`src/rtl/magnetron_pkg.sv`:
```
// Shared types and helpers for the magnetron sequencer: state encoding,
// quick-add seconds and power-level clamping.
package magnetron_pkg;

  typedef enum logic [2:0] {
    ST_IDLE  = 3'd0,
    ST_ARMED = 3'd1,
    ST_COOK  = 3'd2,
    ST_PAUSE = 3'd3,
    ST_DONE  = 3'd4
  } mag_state_t;

  localparam int ADD_SECS = 30;

  // A request of 0 means "no preference", so it runs at full power like an over-range value.
  function automatic int unsigned clamp_power(input int unsigned req, input int unsigned levels);
    if ((req == 32'd0) || (req > levels)) begin
      return levels;
    end else begin
      return req;
    end
  endfunction

endpackage

```
`src/rtl/magnetron_tick_gen.sv`:
```
// One-second prescaler: counts 0..TICK_DIV-1 while enabled and pulses o_tick
// during the terminal count; i_zero restarts the second.
module magnetron_tick_gen #(
  parameter int TICK_DIV = 50_000_000
) (
  input  logic clk,
  input  logic rst,
  input  logic i_en,
  input  logic i_zero,
  output logic o_tick
);

  localparam int CNT_W = $clog2(TICK_DIV);

  logic [CNT_W-1:0] r_cnt;
  logic             w_at_max;

  assign w_at_max = (r_cnt == CNT_W'(TICK_DIV - 1));
  assign o_tick   = i_en & w_at_max;

  // Prescaler; holds its partial count while disabled so a pause does not lose time.
  always_ff @(posedge clk or posedge rst) begin
    if (rst) begin
      r_cnt <= '0;
    end else if (i_zero) begin
      r_cnt <= '0;
    end else if (i_en) begin
      r_cnt <= w_at_max ? '0 : (r_cnt + CNT_W'(1));
    end else begin
      r_cnt <= r_cnt;
    end
  end

endmodule

```
`src/rtl/magnetron_sequencer.sv`:
```
// Cook-cycle sequencer driving the magnetron enable: load, countdown, duty cycling,
// pause/resume and door interlock. Optional feature macro: MAGNETRON_SEQ_ADD30_EN.
module magnetron_sequencer
  import magnetron_pkg::*;
#(
  parameter int TIME_W     = 12,
  parameter int TICK_DIV   = 50_000_000,
  parameter int PWR_LEVELS = 10
) (
  input  logic                            clk,
  input  logic                            rst,
  input  logic                            start,
  input  logic                            stop,
  input  logic                            clear,
  input  logic                            door_closed,
  input  logic                            load,
  input  logic [TIME_W-1:0]               load_time,
  input  logic [$clog2(PWR_LEVELS+1)-1:0] power_level,
  output logic                            enabler,
  output logic                            running,
  output logic                            paused,
  output logic                            done,
  output logic [TIME_W-1:0]               time_left
);

  localparam int PW = $clog2(PWR_LEVELS + 1);

  mag_state_t        r_state;
  mag_state_t        w_state_nx;
  logic [TIME_W-1:0] r_time;
  logic [TIME_W-1:0] w_time_nx;
  logic [TIME_W-1:0] w_time_dec;
  logic [PW-1:0]     r_power;
  logic [PW-1:0]     w_power_nx;
  logic [PW-1:0]     r_phase;
  logic [PW-1:0]     w_phase_nx;
  logic [PW-1:0]     w_phase_inc;
  logic              w_tick_en;
  logic              w_tick;
  logic              w_presc_zero;

  // Counting stops in any cycle where a higher-priority pause or cancel is pending.
  assign w_tick_en    = (r_state == ST_COOK) & ~clear & ~stop & door_closed;
  assign w_presc_zero = (w_state_nx == ST_IDLE);

  magnetron_tick_gen #(
    .TICK_DIV (TICK_DIV)
  ) u_tick_gen (
    .clk    (clk),
    .rst    (rst),
    .i_en   (w_tick_en),
    .i_zero (w_presc_zero),
    .o_tick (w_tick)
  );

  assign w_phase_inc = (r_phase == PW'(PWR_LEVELS - 1)) ? '0 : (r_phase + PW'(1));
  assign w_time_dec  = (w_tick && (r_time != '0)) ? (r_time - TIME_W'(1)) : r_time;

`ifdef MAGNETRON_SEQ_ADD30_EN
  logic [TIME_W:0]   w_sum;
  logic [TIME_W-1:0] w_time_add;

  assign w_sum      = {1'b0, w_time_dec} + (TIME_W + 1)'(ADD_SECS);
  assign w_time_add = w_sum[TIME_W] ? '1 : w_sum[TIME_W-1:0];
`endif

  // Next-state, time, power and phase selection in priority order.
  always_comb begin
    w_state_nx = r_state;
    w_time_nx  = r_time;
    w_power_nx = r_power;
    w_phase_nx = r_phase;
    case (r_state)
      ST_IDLE: begin
        if (clear) begin
          w_time_nx = '0;
`ifdef MAGNETRON_SEQ_ADD30_EN
        end else if (start && door_closed) begin
          w_state_nx = ST_COOK;
          w_time_nx  = TIME_W'(ADD_SECS);
          w_power_nx = PW'(PWR_LEVELS);
          w_phase_nx = '0;
`endif
        end else if (load && (load_time != '0)) begin
          w_state_nx = ST_ARMED;
          w_time_nx  = load_time;
          w_power_nx = PW'(clamp_power(32'(power_level), 32'(PWR_LEVELS)));
        end else begin
          w_state_nx = ST_IDLE;
        end
      end
      ST_ARMED: begin
        if (clear) begin
          w_state_nx = ST_IDLE;
          w_time_nx  = '0;
        end else if (start && door_closed) begin
          w_state_nx = ST_COOK;
        end else begin
          w_state_nx = ST_ARMED;
        end
      end
      ST_COOK: begin
        if (clear) begin
          w_state_nx = ST_IDLE;
          w_time_nx  = '0;
          w_phase_nx = '0;
        end else if (stop || !door_closed) begin
          w_state_nx = ST_PAUSE;
        end else begin
          if (w_tick) begin
            w_phase_nx = w_phase_inc;
          end else begin
            w_phase_nx = r_phase;
          end
          if (w_tick && (r_time <= TIME_W'(1))) begin
            w_state_nx = ST_DONE;
            w_time_nx  = '0;
`ifdef MAGNETRON_SEQ_ADD30_EN
          end else if (start) begin
            w_time_nx = w_time_add;
`endif
          end else begin
            w_time_nx = w_time_dec;
          end
        end
      end
      ST_PAUSE: begin
        if (clear || stop) begin
          w_state_nx = ST_IDLE;
          w_time_nx  = '0;
          w_phase_nx = '0;
        end else if (start && door_closed) begin
          w_state_nx = ST_COOK;
        end else begin
          w_state_nx = ST_PAUSE;
        end
      end
      ST_DONE: begin
        w_time_nx = '0;
        if (clear || !door_closed) begin
          w_state_nx = ST_IDLE;
          w_phase_nx = '0;
        end else begin
          w_state_nx = ST_DONE;
        end
      end
      default: begin
        w_state_nx = ST_IDLE;
        w_time_nx  = '0;
        w_phase_nx = '0;
      end
    endcase
  end

  // Sequencer state registers.
  always_ff @(posedge clk or posedge rst) begin
    if (rst) begin
      r_state <= ST_IDLE;
      r_time  <= '0;
      r_power <= PW'(PWR_LEVELS);
      r_phase <= '0;
    end else begin
      r_state <= w_state_nx;
      r_time  <= w_time_nx;
      r_power <= w_power_nx;
      r_phase <= w_phase_nx;
    end
  end

  // The door term is deliberately combinational so an opening door cuts power without waiting for a clock.
  assign enabler   = (r_state == ST_COOK) & (r_phase < r_power) & door_closed;
  assign running   = (r_state == ST_COOK);
  assign paused    = (r_state == ST_PAUSE);
  assign done      = (r_state == ST_DONE);
  assign time_left = r_time;

endmodule
```
`config.mk`:
```
export PLATFORM = sky130hd
export DESIGN_NAME = magnetron_sequencer
export DESIGN_NICKNAME = d
export VERILOG_FILES = /design/src/rtl/magnetron_pkg.sv /design/src/rtl/magnetron_tick_gen.sv /design/src/rtl/magnetron_sequencer.sv
export SDC_FILE = /design/constraint.sdc
export NUM_CORES = 1
export LEC_CHECK = 0
export BUFFER_PORTS_ARGS = -buffer_cell sky130_fd_sc_hd__buf_4
export CAP_MARGIN = 30
export CELL_PAD_IN_SITES_DETAIL_PLACEMENT = 0
export CELL_PAD_IN_SITES_GLOBAL_PLACEMENT = 1
export CORE_AREA = 2 2 96 98
export CTS_BUF_LIST = sky130_fd_sc_hd__clkbuf_16
export DETAILED_ROUTE_END_ITERATION = 10
export DIE_AREA = 0 0 98 100
export GPL_TIMING_DRIVEN = 1
export MAX_ROUTING_LAYER = met4
export PLACE_DENSITY = 0.8
export SETUP_SLACK_MARGIN = 0.2
export SLEW_MARGIN = 15
export SYNTH_ARGS = -nofsm -noshare
export SYNTH_HDL_FRONTEND = slang
export SYNTH_SLANG_ARGS = --single-unit
```
`constraint.sdc`:
```
create_clock -name clk -period 3.5 [get_ports clk]
set_input_delay 0.35 -clock clk [delete_from_list [all_inputs] [get_ports clk]]
set_output_delay 0.35 -clock clk [all_outputs]
set_load 0.02 [all_outputs]
```
==> implementation parameters, run 1 <==
Parameter                              Value

Status
  Outcome    finished clean

Worst setup path
  Top cell family by delay on the critical path    simple AND/OR/NAND/NOR gates
  Reg-to-reg critical path startpoint    r_state[0]$_DFF_PP0_
  Logic depth of the worst path, buffers included    6
  Number of buffer and inverter stages on the critical path    0
  Termination of the worst setup path    time_left[7]$_DFFE_PP0P_
  Required time of the critical path    3.67 ns
  Crit end category    flip-flop
  Ordered cell list for the critical path    or4b_1, nor4_4, nand3_2, a311oi_2, nand2_1, a32o_1
  Startpoint Class    flip-flop
  Delay of the slowest critical-path stage    0.80 ns
  Slowest cell on the critical path    or4b_1
  Arrival @ worst endpoint    2.99 ns
  Largest driver fanout on the critical path    17
  Logic depth of the worst register-to-register path    6
  Setup slack of the worst register-to-register path    0.68 ns
  Critical path class    reg2reg
  Destination of the worst register-to-register timing path    time_left[7]$_DFFE_PP0P_
  Crit path launch    r_state[0]$_DFF_PP0_

Drt
  Drt drc    0
  Via count    2979
  Sum of routed wire length over all layers    8160 µm
  Count of nets left with antenna violations after detail routing    0
  Post-detailed-route wirelength per cell    15.8 µm
  Via-to-Cell Ratio    5.76
  Count of TritonRoute iterations in the first routing pass    5
  DR iter-0 viols    139

Synth
  Share of the synthesized area in compound gates (AO/OA/AOI/OAI)    0.174
  Warnings, synthesis    0
  Post-synthesis average cell area    8.90 µm²
  Area share of and/or/nand/nor cells after synthesis    0.331
  Distinct cell type count of the synthesized netlist    70
  Number of enable flip-flop cells after synthesis    0
  Count of mapped cells out of synthesis    369
  Xor and xnor area share after synthesis    0.0347
  Synth Area in Adders    0.0343
  Seq/Total Area, Yosys    0.374
  Top flip-flop cell by instance count after synthesis    dfrtp_1
  Post-synthesis instance area    0.00329 mm²
  Number of flip-flops and latches in the synthesized netlist    49
  Combinational family with the most area after synthesis    simple AND/OR/NAND/NOR gates
  Asr flop ratio synth    1.00
  Fraction of synthesized area in multiplexers    0.0129
  Number of nets in the synthesized netlist    401

Floorplan
  Chip width    98 µm
  Cell Rows    35
  Count of boundary I/O pins    39
  Die Footprint    0.00980 mm²
  Initial Util    0.370
  Die Y-Extent    100 µm
  Area of the placeable core    0.00889 mm²

Pwr
  Power density over the cells    488 mW/mm²
  Highest ir drop seen on vdd    0.000305 V
  Standby leakage power    1.62 nW

Global routing
  Global route overflow    0
  Initial antenna violation count    0
  Largest net degree at the start of global routing    29
  GRT Util Overall    0.178
  Via count of the first global-routing pass    2929
  First-pass GRT wire length    14100 µm

Timing
  Hold Fails Final Rpt    0
  Clock Skew    0.00653 ns
  Setup ws final    0.685 ns
  Final critical path time including I/O delays and setup    2.82 ns
  Final Max Tran Viols    0
  Least-Margin Pin Slew    0.976 ns
  TNS Setup    0 ns
  Achievable clock frequency    355 MHz
  Hold slack final    0.0891 ns
  Fraction of the cycle the final worst path needs    0.804
  Total setup violations reported at the end of the flow    0
  Setup repair after global routing missed its margin    false
  Slew margin rel.    0.349

Final layout
  Total number of nets in the final design    437
  Antenna diode instance count    0
  Fraction of layout instances using a drive strength above 1    0.172
  Growth of design area from synthesis to finish    16.3%

Placement
  Post-placement setup slack    0.682 ns
  Port buffer count    38
  GPL Wtd Cong    0.884
  Detail Placement HPWL    6050 µm

Clocking
  Root buffer selected by CTS    clkbuf_16
  Resized cells post-CTS    0
  CTS clk-pin slew, worst paths    0.07 ns
  Maximum clock insertion buffer count    2
  CTS tree    built
  H-Tree Level Count    2
  Clock insertion delay at the later pin of the skew report    0.29 ns
  Post-CTS Setup Bufs    0
  TritonCTS sink count    49
  Num CTS Buffers    5
  Number of hold-repair buffers added at the cts stage    0

Job
  Max-Cap Viols    0

Hold path
  Hold/Removal Path Class    in2async
## power by group
part / switching [mW] / total [mW] / internal [mW] / leakage, nW
Clock: 0.206 / 0.465 / 0.259 / 0.0687
Sequential: 0.0938 / 0.725 / 0.631 / 0.668
Combinational: 0.404 / 0.675 / 0.270 / 0.884
## synth_stat cells, types with 3 or more instances
master / count / area (µm²)
o21ai_1: 6 / 30.0
nor4_1: 4 / 25.0
nand4_1: 13 / 81.3
xnor2_1: 5 / 43.8
and2_1: 7 / 43.8
or4_1: 4 / 30.0
a32o_1: 5 / 50.1
o21ai_0: 20 / 100
or3_1: 5 / 31.3
a22o_1: 3 / 26.3
clkbuf_1: 7 / 26.3
and4_1: 6 / 52.6
nand3_1: 17 / 85.1
nor4_4: 3 / 63.8
nor3_1: 13 / 65.1
ha_1: 9 / 113
o31ai_1: 6 / 45.0
buf_2: 4 / 20.0
nor3b_1: 4 / 30.0
xor2_1: 8 / 70.1
a21oi_1: 11 / 55.1
nor2b_1: 5 / 31.3
nand2_1: 34 / 128
nor4b_1: 3 / 26.3
nand2b_1: 7 / 43.8
nor2_1: 35 / 131
a31oi_1: 5 / 31.3
and3_1: 8 / 50.1
dfrtp_1: 47 / 1180
inv_1: 14 / 52.6
## state kept, by name, summed over array words and instances, names as in the netlist
name	flops
r_phase	4
r_power	4
r_state	3
time_left	12
u_tick_gen.r_cnt	26
## cells by family after synthesis
| logic type | count (synthesis) |
|---|---|
| fa+ha+maj | 9 |
| compound gates | 81 |
| mux | 4 |
| buf+inv | 28 |
| flops | 49 |
| simple gates | 185 |
| xor+xnor | 13 |
## placed cells by master (no fill, tap or decap), types with 11 or more instances in the layout
cell type / synthesis / layout
a21oi_1: 11 / 11
buf_4: 1 / 42
dfrtp_1: 47 / 47
inv_1: 14 / 13
nand2_1: 34 / 34
nand3_1: 17 / 17
nand4_1: 13 / 13
nor2_1: 35 / 35
nor3_1: 13 / 13
o21ai_0: 20 / 20
## metrics by stage
stage               std cells  total power, mW  utilization  instance area, µm²
detailed placement        509             1.41        0.414                3680
finish                    517             1.86        0.430                3820
global placement          508             1.40        0.412                3660
global route              517             1.98        0.430                3820
CTS                       517             1.88        0.430                3820
floorplan                 369             1.20            -                3290
## worst min-delay path by stage
stage	cells past startpoint	from	slack, ns	to
after floorplan	1	u_tick_gen.r_cnt[22]$_DFFE_PP0P_	0.44	u_tick_gen.r_cnt[22]$_DFFE_PP0P_
after global placement	1	u_tick_gen.r_cnt[22]$_DFFE_PP0P_	0.46	u_tick_gen.r_cnt[22]$_DFFE_PP0P_
after global routing	2	rst	0.13	r_phase[1]$_DFFE_PP0P_
final	2	rst	0.09	r_power[2]$_DFFE_PP0P_
after detailed placement	2	rst	0.42	r_phase[3]$_DFFE_PP0P_
after CTS	2	rst	0.11	r_phase[3]$_DFFE_PP0P_
## layout make-up
| cell class | count | area [µm²] |
|---|---|---|
| multi-input cells | 292 | 1930 |
| clock inverters | 3 | 12.5 |
| well taps | 111 | 139 |
| fillers | 896 | 5070 |
| clock buffers | 5 | 125 |
| inverters | 14 | 52.6 |
| flip-flops and latches | 49 | 1230 |
| repair buffers | 43 | 335 |
## routing by layer
metal / up-vias / global-route usage / share of wire
li1: 1444 / - / -
met1: 1419 / 0.237 / 0.45
met2: 101 / 0.285 / 0.48
met3: 15 / 0.0292 / 0.052
met4: 0 / 0.0481 / 0.018
met5: - / - / 0
No activity file was read; power rests on OpenSTA's default activity.
==> run 2: changes to the inputs <==
--- a/config.mk
+++ b/config.mk
@@ -15,7 +15,7 @@
 export DIE_AREA = 0 0 98 100
 export GPL_TIMING_DRIVEN = 1
 export MAX_ROUTING_LAYER = met4
-export PLACE_DENSITY = 0.8
+export PLACE_DENSITY = 0.83
 export SETUP_SLACK_MARGIN = 0.2
 export SLEW_MARGIN = 15
 export SYNTH_ARGS = -nofsm -noshare
==> constraint.sdc (replaced) <==
create_clock -name clk -period 2.5 [get_ports clk]
set_input_delay 0.25 -clock clk [delete_from_list [all_inputs] [get_ports clk]]
set_output_delay 0.25 -clock clk [all_outputs]
set_load 0.02 [all_outputs]
==> run 2 against run 1 <==
Wire length is 14% higher; utilization rose by 4.9 points; global-route usage is 1.8 points higher; power increased by 63%; clock skew up 0.0016 ns; hold slack better by 0.13 ns; setup slack worse by 0.45 ns; flip-flop and latch count unchanged; sequential power rose by 35%; combinational power is 87% higher; largest cell class unchanged; highest routed layer unchanged.
==> implementation parameters, run 2 (synthesis results as in run 1) <==
Parameter                              Value

Timing
  Least-Margin Pin Slew    0.550 ns
  Fraction of the cycle the final worst path needs    0.907
  Hold Fails Final Rpt    0
  Setup repair after global routing missed its margin    true
  Total setup violations reported at the end of the flow    0
  Final critical path time including I/O delays and setup    2.27 ns
  Clock Skew    0.00814 ns
  Final Max Tran Viols    0
  Slew margin rel.    0.631
  Achievable clock frequency    441 MHz
  TNS Setup    0 ns

Floorplan
  Initial Util    0.370
  Cell Rows    35
  Chip width    98 µm
  Die Y-Extent    100 µm
  Area of the placeable core    0.00889 mm²
  Count of boundary I/O pins    39
  Die Footprint    0.00980 mm²

Worst setup path
  Slowest cell on the critical path    or4_4
  Logic depth of the worst path, buffers included    6
  Crit end category    flip-flop
  Number of buffer and inverter stages on the critical path    0
  Critical path class    reg2reg
  Largest driver fanout on the critical path    4
  Ordered cell list for the critical path    or4_4, nor4_4, nand4_1, a31oi_4, or2_4, mux2_4
  Arrival @ worst endpoint    2.45 ns
  Startpoint Class    flip-flop
  Reg-to-reg critical path startpoint    time_left[5]$_DFFE_PP0P_
  Delay of the slowest critical-path stage    0.58 ns
  Termination of the worst setup path    time_left[1]$_DFFE_PP0P_
  Logic depth of the worst register-to-register path    6
  Top cell family by delay on the critical path    simple AND/OR/NAND/NOR gates
  Setup slack of the worst register-to-register path    0.23 ns
  Crit path launch    time_left[5]$_DFFE_PP0P_
  Required time of the critical path    2.68 ns
  Destination of the worst register-to-register timing path    time_left[1]$_DFFE_PP0P_

Global routing
  Global route overflow    0
  Most Crowded Layer GR    met2
  Initial antenna violation count    0
  Via count of the first global-routing pass    3096
  GR Layer Usage met2    0.323
  Global Route met3 Usage    0.0195
  First-pass GRT wire length    15400 µm
  GRT Util Overall    0.196
  Met1 demand-to-capacity share in global routing    0.259
  Largest net degree at the start of global routing    24

Final layout
  Fraction of layout instances using a drive strength above 1    0.293
  Total number of nets in the final design    472
  Antenna diode instance count    0
  Growth of design area from synthesis to finish    29.6%
  Final instance area    0.00426 mm²
  Post-layout instance count excluding filler cells    552
  Most frequent cells in the layout    buf_4, dfrtp_1, nand2_1, nor2_1, o21ai_0
  Layout Utilization    0.479
  Largest register by flop count    u_tick_gen.r_cnt
  Most common cell after layout, fill and taps aside    buf_4
  Number of flip-flops under the largest register name    26

Clocking
  CTS clk-pin slew, worst paths    0.07 ns
  Root buffer selected by CTS    clkbuf_16
  Num CTS Buffers    5
  Maximum clock insertion buffer count    2
  TritonCTS sink count    49
  CTS tree    built
  Clock insertion delay at the later pin of the skew report    0.30 ns
  H-Tree Level Count    2

Placement
  Dpl cell area    0.00384 mm²
  Cell total after placement    529
  GPL Wtd Cong    0.931
  Port buffer count    38
  Detail Placement HPWL    6690 µm

Hold path
  Hold/Removal Path Class    in2reg

Drt
  Via count    3215
  Count of nets left with antenna violations after detail routing    0
  Count of TritonRoute iterations in the first routing pass    5
  Sum of routed wire length over all layers    9310 µm
  DR iter-0 viols    215
  Post-detailed-route wirelength per cell    16.9 µm
  Drt drc    0
  Via-to-Cell Ratio    5.82

Pwr
  Highest ir drop seen on vdd    0.000457 V
  Power density over the cells    712 mW/mm²
  Standby leakage power    1.82 nW

Job
  Max-Cap Viols    0

Status
  Outcome    finished clean
==> run 2: cell types whose count changed in the layout (fill, tap and decap cells not counted), sizes merged <==
cell and delta:
buf +34, bufinv +1, dlygate4sd3 +1, inv +1, clkinv -2
==> run 2: report_power, final <==
part,switching [mW],internal [mW],total (mW)
registers,0.0958,0.886,0.982
logic,0.726,0.536,1.26
clock network,0.317,0.471,0.788
==> run 2: worst reg2reg max path, cell delays in order (launching register included) <==
cell     delay (ns)
dfrtp_1        0.39
or4_4          0.58
nor4_4         0.21
nand4_1        0.23
a31oi_4        0.25
or2_4          0.19
mux2_4         0.29
==> run 2: repair_timing <==
action	in CTS	in global routing
endpoints found under the hold margin	13	0
gates cloned	0	0
resized for setup	9	17
hold buffers	1	0
pin swaps	5	8
setup buffers	6	8
setup endpoints to repair	21	18
==> run 2: worst min-delay path by stage <==
stage	startpoint	to	slack [ns]	cells past startpoint
3_3_place_gp	rst	u_tick_gen.r_cnt[15]$_DFFE_PP0P_	0.25	2
3_5_place_dp	rst	u_tick_gen.r_cnt[15]$_DFFE_PP0P_	0.24	2
2_1_floorplan	power_level[0]	r_power[0]$_DFFE_PP0P_	0.39	2
6_report	power_level[0]	r_power[0]$_DFFE_PP0P_	0.22	3
4_1_cts	power_level[0]	r_power[0]$_DFFE_PP0P_	0.23	3
5_1_grt	power_level[0]	r_power[0]$_DFFE_PP0P_	0.25	3
==> run 2: through the flow <==
| stage | worst slack, ns | power (mW) | hold slack, ns |
|---|---|---|---|
| global placement | -0.0726 | 2.09 | 0.246 |
| detailed placement | -0.101 | 2.10 | 0.242 |
| global route | 0.157 | 3.18 | 0.250 |
| floorplan | 0.164 | 1.70 | 0.386 |
| CTS | 0.203 | 2.96 | 0.229 |
| finish | 0.232 | 3.03 | 0.222 |
==> run 2: layout make-up <==
class,instances,area [µm²]
Fill cell,859,4630
Multi-Input combinational cell,292,2070
Sequential cell,49,1230
Timing Repair Buffer,78,592
Tap cell,111,139
Clock buffer,5,125
Inverter,14,52.6
Clock inverter,3,42.5
==> run 2: routing by layer <==
metal,vias up,routed length [µm]
met5,-,0
met4,0,90
met3,13,409
met2,101,4590
li1,1516,-
met1,1585,4220
==> run 3: changes to the inputs <==
--- a/config.mk
+++ b/config.mk
@@ -15,9 +15,11 @@
 export DIE_AREA = 0 0 98 100
 export GPL_TIMING_DRIVEN = 1
 export MAX_ROUTING_LAYER = met4
-export PLACE_DENSITY = 0.83
+export PLACE_DENSITY_LB_ADDON = 0.08
 export SETUP_SLACK_MARGIN = 0.2
+export SKIP_CTS_REPAIR_TIMING = 1
 export SLEW_MARGIN = 15
 export SYNTH_ARGS = -nofsm -noshare
 export SYNTH_HDL_FRONTEND = slang
+export SYNTH_HIERARCHICAL = 1
 export SYNTH_SLANG_ARGS = --single-unit
==> run 3 against run 2 <==
The flow now finishes with violations (setup timing); synthesized cell count decreased by 2.2%; wire length rose by 4.7%; final cell count increased by 13%; clock power shrank 15%; synthesized area is 0.11% lower; flip-flop and latch count is the same; hold slack gained 0.0049 ns; utilization grew 8.3 points; largest cell class unchanged; highest routed layer unchanged.
==> implementation parameters, run 3 <==
Parameter                              Value

Timing
  Setup repair after global routing missed its margin    true
  Total setup violations reported at the end of the flow    38
  Least-Margin Pin Slew    0.484 ns
  Fraction of the cycle the final worst path needs    1.29
  Setup ws final    -0.736 ns
  Hold slack final    0.227 ns
  Hold Fails Final Rpt    0
  Final Max Tran Viols    0
  Final critical path time including I/O delays and setup    3.24 ns
  Slew margin rel.    0.674
  Clock Skew    0.00813 ns
  TNS Setup    -22.10 ns
  Achievable clock frequency    309 MHz

Floorplan
  Cell Rows    35
  Chip width    98 µm
  Die Footprint    0.00980 mm²
  Count of boundary I/O pins    39
  Initial Util    0.369
  Area of the placeable core    0.00889 mm²
  Die Y-Extent    100 µm

Drt
  Count of nets left with antenna violations after detail routing    0
  Met3 wire length    254 µm
  Via-to-Cell Ratio    5.38
  Post-detailed-route wirelength per cell    15.7 µm
  DR iter-0 viols    95
  Routed metal-1 wire length    4180 µm
  Via count    3346
  Met2 Wirelength    5250 µm
  Drt drc    0
  Top Metal Used    met4
  Sum of routed wire length over all layers    9750 µm
  Count of TritonRoute iterations in the first routing pass    4

Clocking
  Root buffer selected by CTS    clkbuf_16
  CTS tree    built
  TritonCTS sink count    49
  CTS clk-pin slew, worst paths    0.07 ns
  Num CTS Buffers    5
  H-Tree Level Count    2
  Clock insertion delay at the later pin of the skew report    0.29 ns
  Maximum clock insertion buffer count    2

Synth
  Number of enable flip-flop cells after synthesis    0
  Number of nets in the synthesized netlist    393
  Combinational family with the most area after synthesis    simple AND/OR/NAND/NOR gates
  Post-synthesis instance area    0.00328 mm²
  Warnings, synthesis    6
  Number of flip-flops and latches in the synthesized netlist    49
  Top cells by area, synth    dfrtp_1, a21oi_1, o21ai_0
  Distinct cell type count of the synthesized netlist    70
  Xor and xnor area share after synthesis    0.0294
  Count of mapped cells out of synthesis    361
  Dominant cell type by area after synthesis    dfrtp_1
  Cell types with the highest counts after synthesis    dfrtp_1, nor2_1, a21oi_1
  Seq/Total Area, Yosys    0.374
  Share of the synthesized area in the top cell type    0.358
  Area share of and/or/nand/nor cells after synthesis    0.270
  Fraction of synthesized area in multiplexers    0.00762
  Most common cell in the netlist    dfrtp_1
  Top flip-flop cell by instance count after synthesis    dfrtp_1
  Asr flop ratio synth    1.00
  Post-synthesis average cell area    9.09 µm²
  Synth Area in Adders    0.0343
  Share of the synthesized area in compound gates (AO/OA/AOI/OAI)    0.224

Worst setup path
  Delay of the slowest critical-path stage    0.54 ns
  Arrival @ worst endpoint    3.46 ns
  Startpoint Class    flip-flop
  Number of buffer and inverter stages on the critical path    2
  Required time of the critical path    2.72 ns
  Ordered cell list for the critical path    or4b_4, nor2_4, inv_2, nor3_4, o21a_1, and4_4, or2_4, o31ai_2, nor3_2, buf_4, o211a_1, nand4_2, or4_1, a21oi_1
  Crit end category    flip-flop
  Largest driver fanout on the critical path    6
  Critical path class    reg2reg
  Slowest cell on the critical path    or4b_4
  Top cell family by delay on the critical path    simple AND/OR/NAND/NOR gates

Final layout
  Growth of design area from synthesis to finish    52.2%
  Number of inserted filler cells in the final layout    806
  Fraction of layout instances using a drive strength above 1    0.454
  Most frequent cells in the layout    buf_4, dfrtp_1, nor2_1, nand2_1, a21oi_1
  Number of flip-flops under the largest register name    26
  Total number of nets in the final design    542
  Layout Utilization    0.562
  Post-layout instance count excluding filler cells    622
  Most common cell after layout, fill and taps aside    buf_4
  Largest register by flop count    u_tick_gen/r_cnt
  Antenna diode instance count    0

Status
  Outcome    finished with violations
  Failing checks    setup timing

Pwr
  Proportion of power drawn by combinational gates    0.599
  Power density over the cells    857 mW/mm²
  Internal Pwr Total    2.50 mW
  Standby leakage power    2.24 nW
  Sw Share    0.417
  Total power    4.28 mW
  Highest ir drop seen on vdd    0.000593 V
  Proportion of power drawn by flip-flops and latches    0.244
  Sw Pwr    1.78 mW
  Share of power burned in the clock network    0.157

Job
  Max-Cap Viols    0

Placement
  GPL Wtd Cong    0.818
  Cell total after placement    594
  Port buffer count    38
  Detail Placement HPWL    7130 µm

Global routing
  Initial antenna violation count    0
  Largest net degree at the start of global routing    27
  GRT Util Overall    0.196
  First-pass GRT wire length    15200 µm
  Via count of the first global-routing pass    3139
  Global route overflow    0

Hold path
  Hold/Removal Path Class    in2reg
run 3: worst paths after layout:
check	cells past startpoint	end	startpoint	slack (ns)
max reg2reg	14	u_tick_gen/r_cnt[22]$_DFFE_PP0P_	r_state[2]$_DFF_PP0_	-0.74
min	3	r_power[0]$_DFFE_PP0P_	power_level[0]	0.23
max	14	u_tick_gen/r_cnt[22]$_DFFE_PP0P_	r_state[2]$_DFF_PP0_	-0.74
min in group asynchronous	3	r_phase[3]$_DFFE_PP0P_	rst	0.49
max in group asynchronous	4	time_left[10]$_DFFE_PP0P_	rst	1.61
min reg2reg	2	r_power[0]$_DFFE_PP0P_	r_power[0]$_DFFE_PP0P_	0.49
run 3: power groups by stage:
stage	clock (mW)	sequential, mW	combinational (mW)
final	0.671	1.04	2.57
after global routing	0.724	1.06	2.76
after CTS	0.693	1.05	2.37
after detailed placement	0	1.06	2.35
after global placement	0	1.06	2.35
after floorplan	0	1.21	1.16
run 3: cell families after synthesis:
kind of cell | count (synthesis)
AND/OR/NAND/NOR | 143
adder cells (fa/ha/maj) | 9
XOR/XNOR | 11
flip-flops | 49
AO/OA/AOI/OAI | 108
multiplexers | 2
buffers and inverters | 39
run 3: layout make-up:
type | count | area (µm²) | area share
Multi-Input combinational cell | 274 | 2110 | 0.421
Timing Repair Buffer | 159 | 1300 | 0.260
Sequential cell | 49 | 1230 | 0.246
Tap cell | 111 | 139 | 0.0278
Clock buffer | 5 | 125 | 0.0250
Inverter | 21 | 81.3 | 0.0163
Clock inverter | 3 | 18.8 | 0.00376
run 3: per-stage QoR:
stage	setup WS (ns)	instance area [µm²]
2_1_floorplan	-0.989	3350
3_3_place_gp	-0.793	4410
3_5_place_dp	-0.829	4440
4_1_cts	-0.858	4590
5_1_grt	-0.896	5000
6_report	-0.736	5000
run 3: metal layers:
metal / up-vias / track usage
li1: 1659 / -
met1: 1624 / 0.233
met2: 59 / 0.361
met3: 4 / 0.0272
met4: 0 / 0.0321
met5: - / -
run 3: worst min-delay path, delay by kind of cell:
family	cells	cell delay, ns
simple gates	1	0.04
compound gates	1	0.06
buf+inv	1	0.12
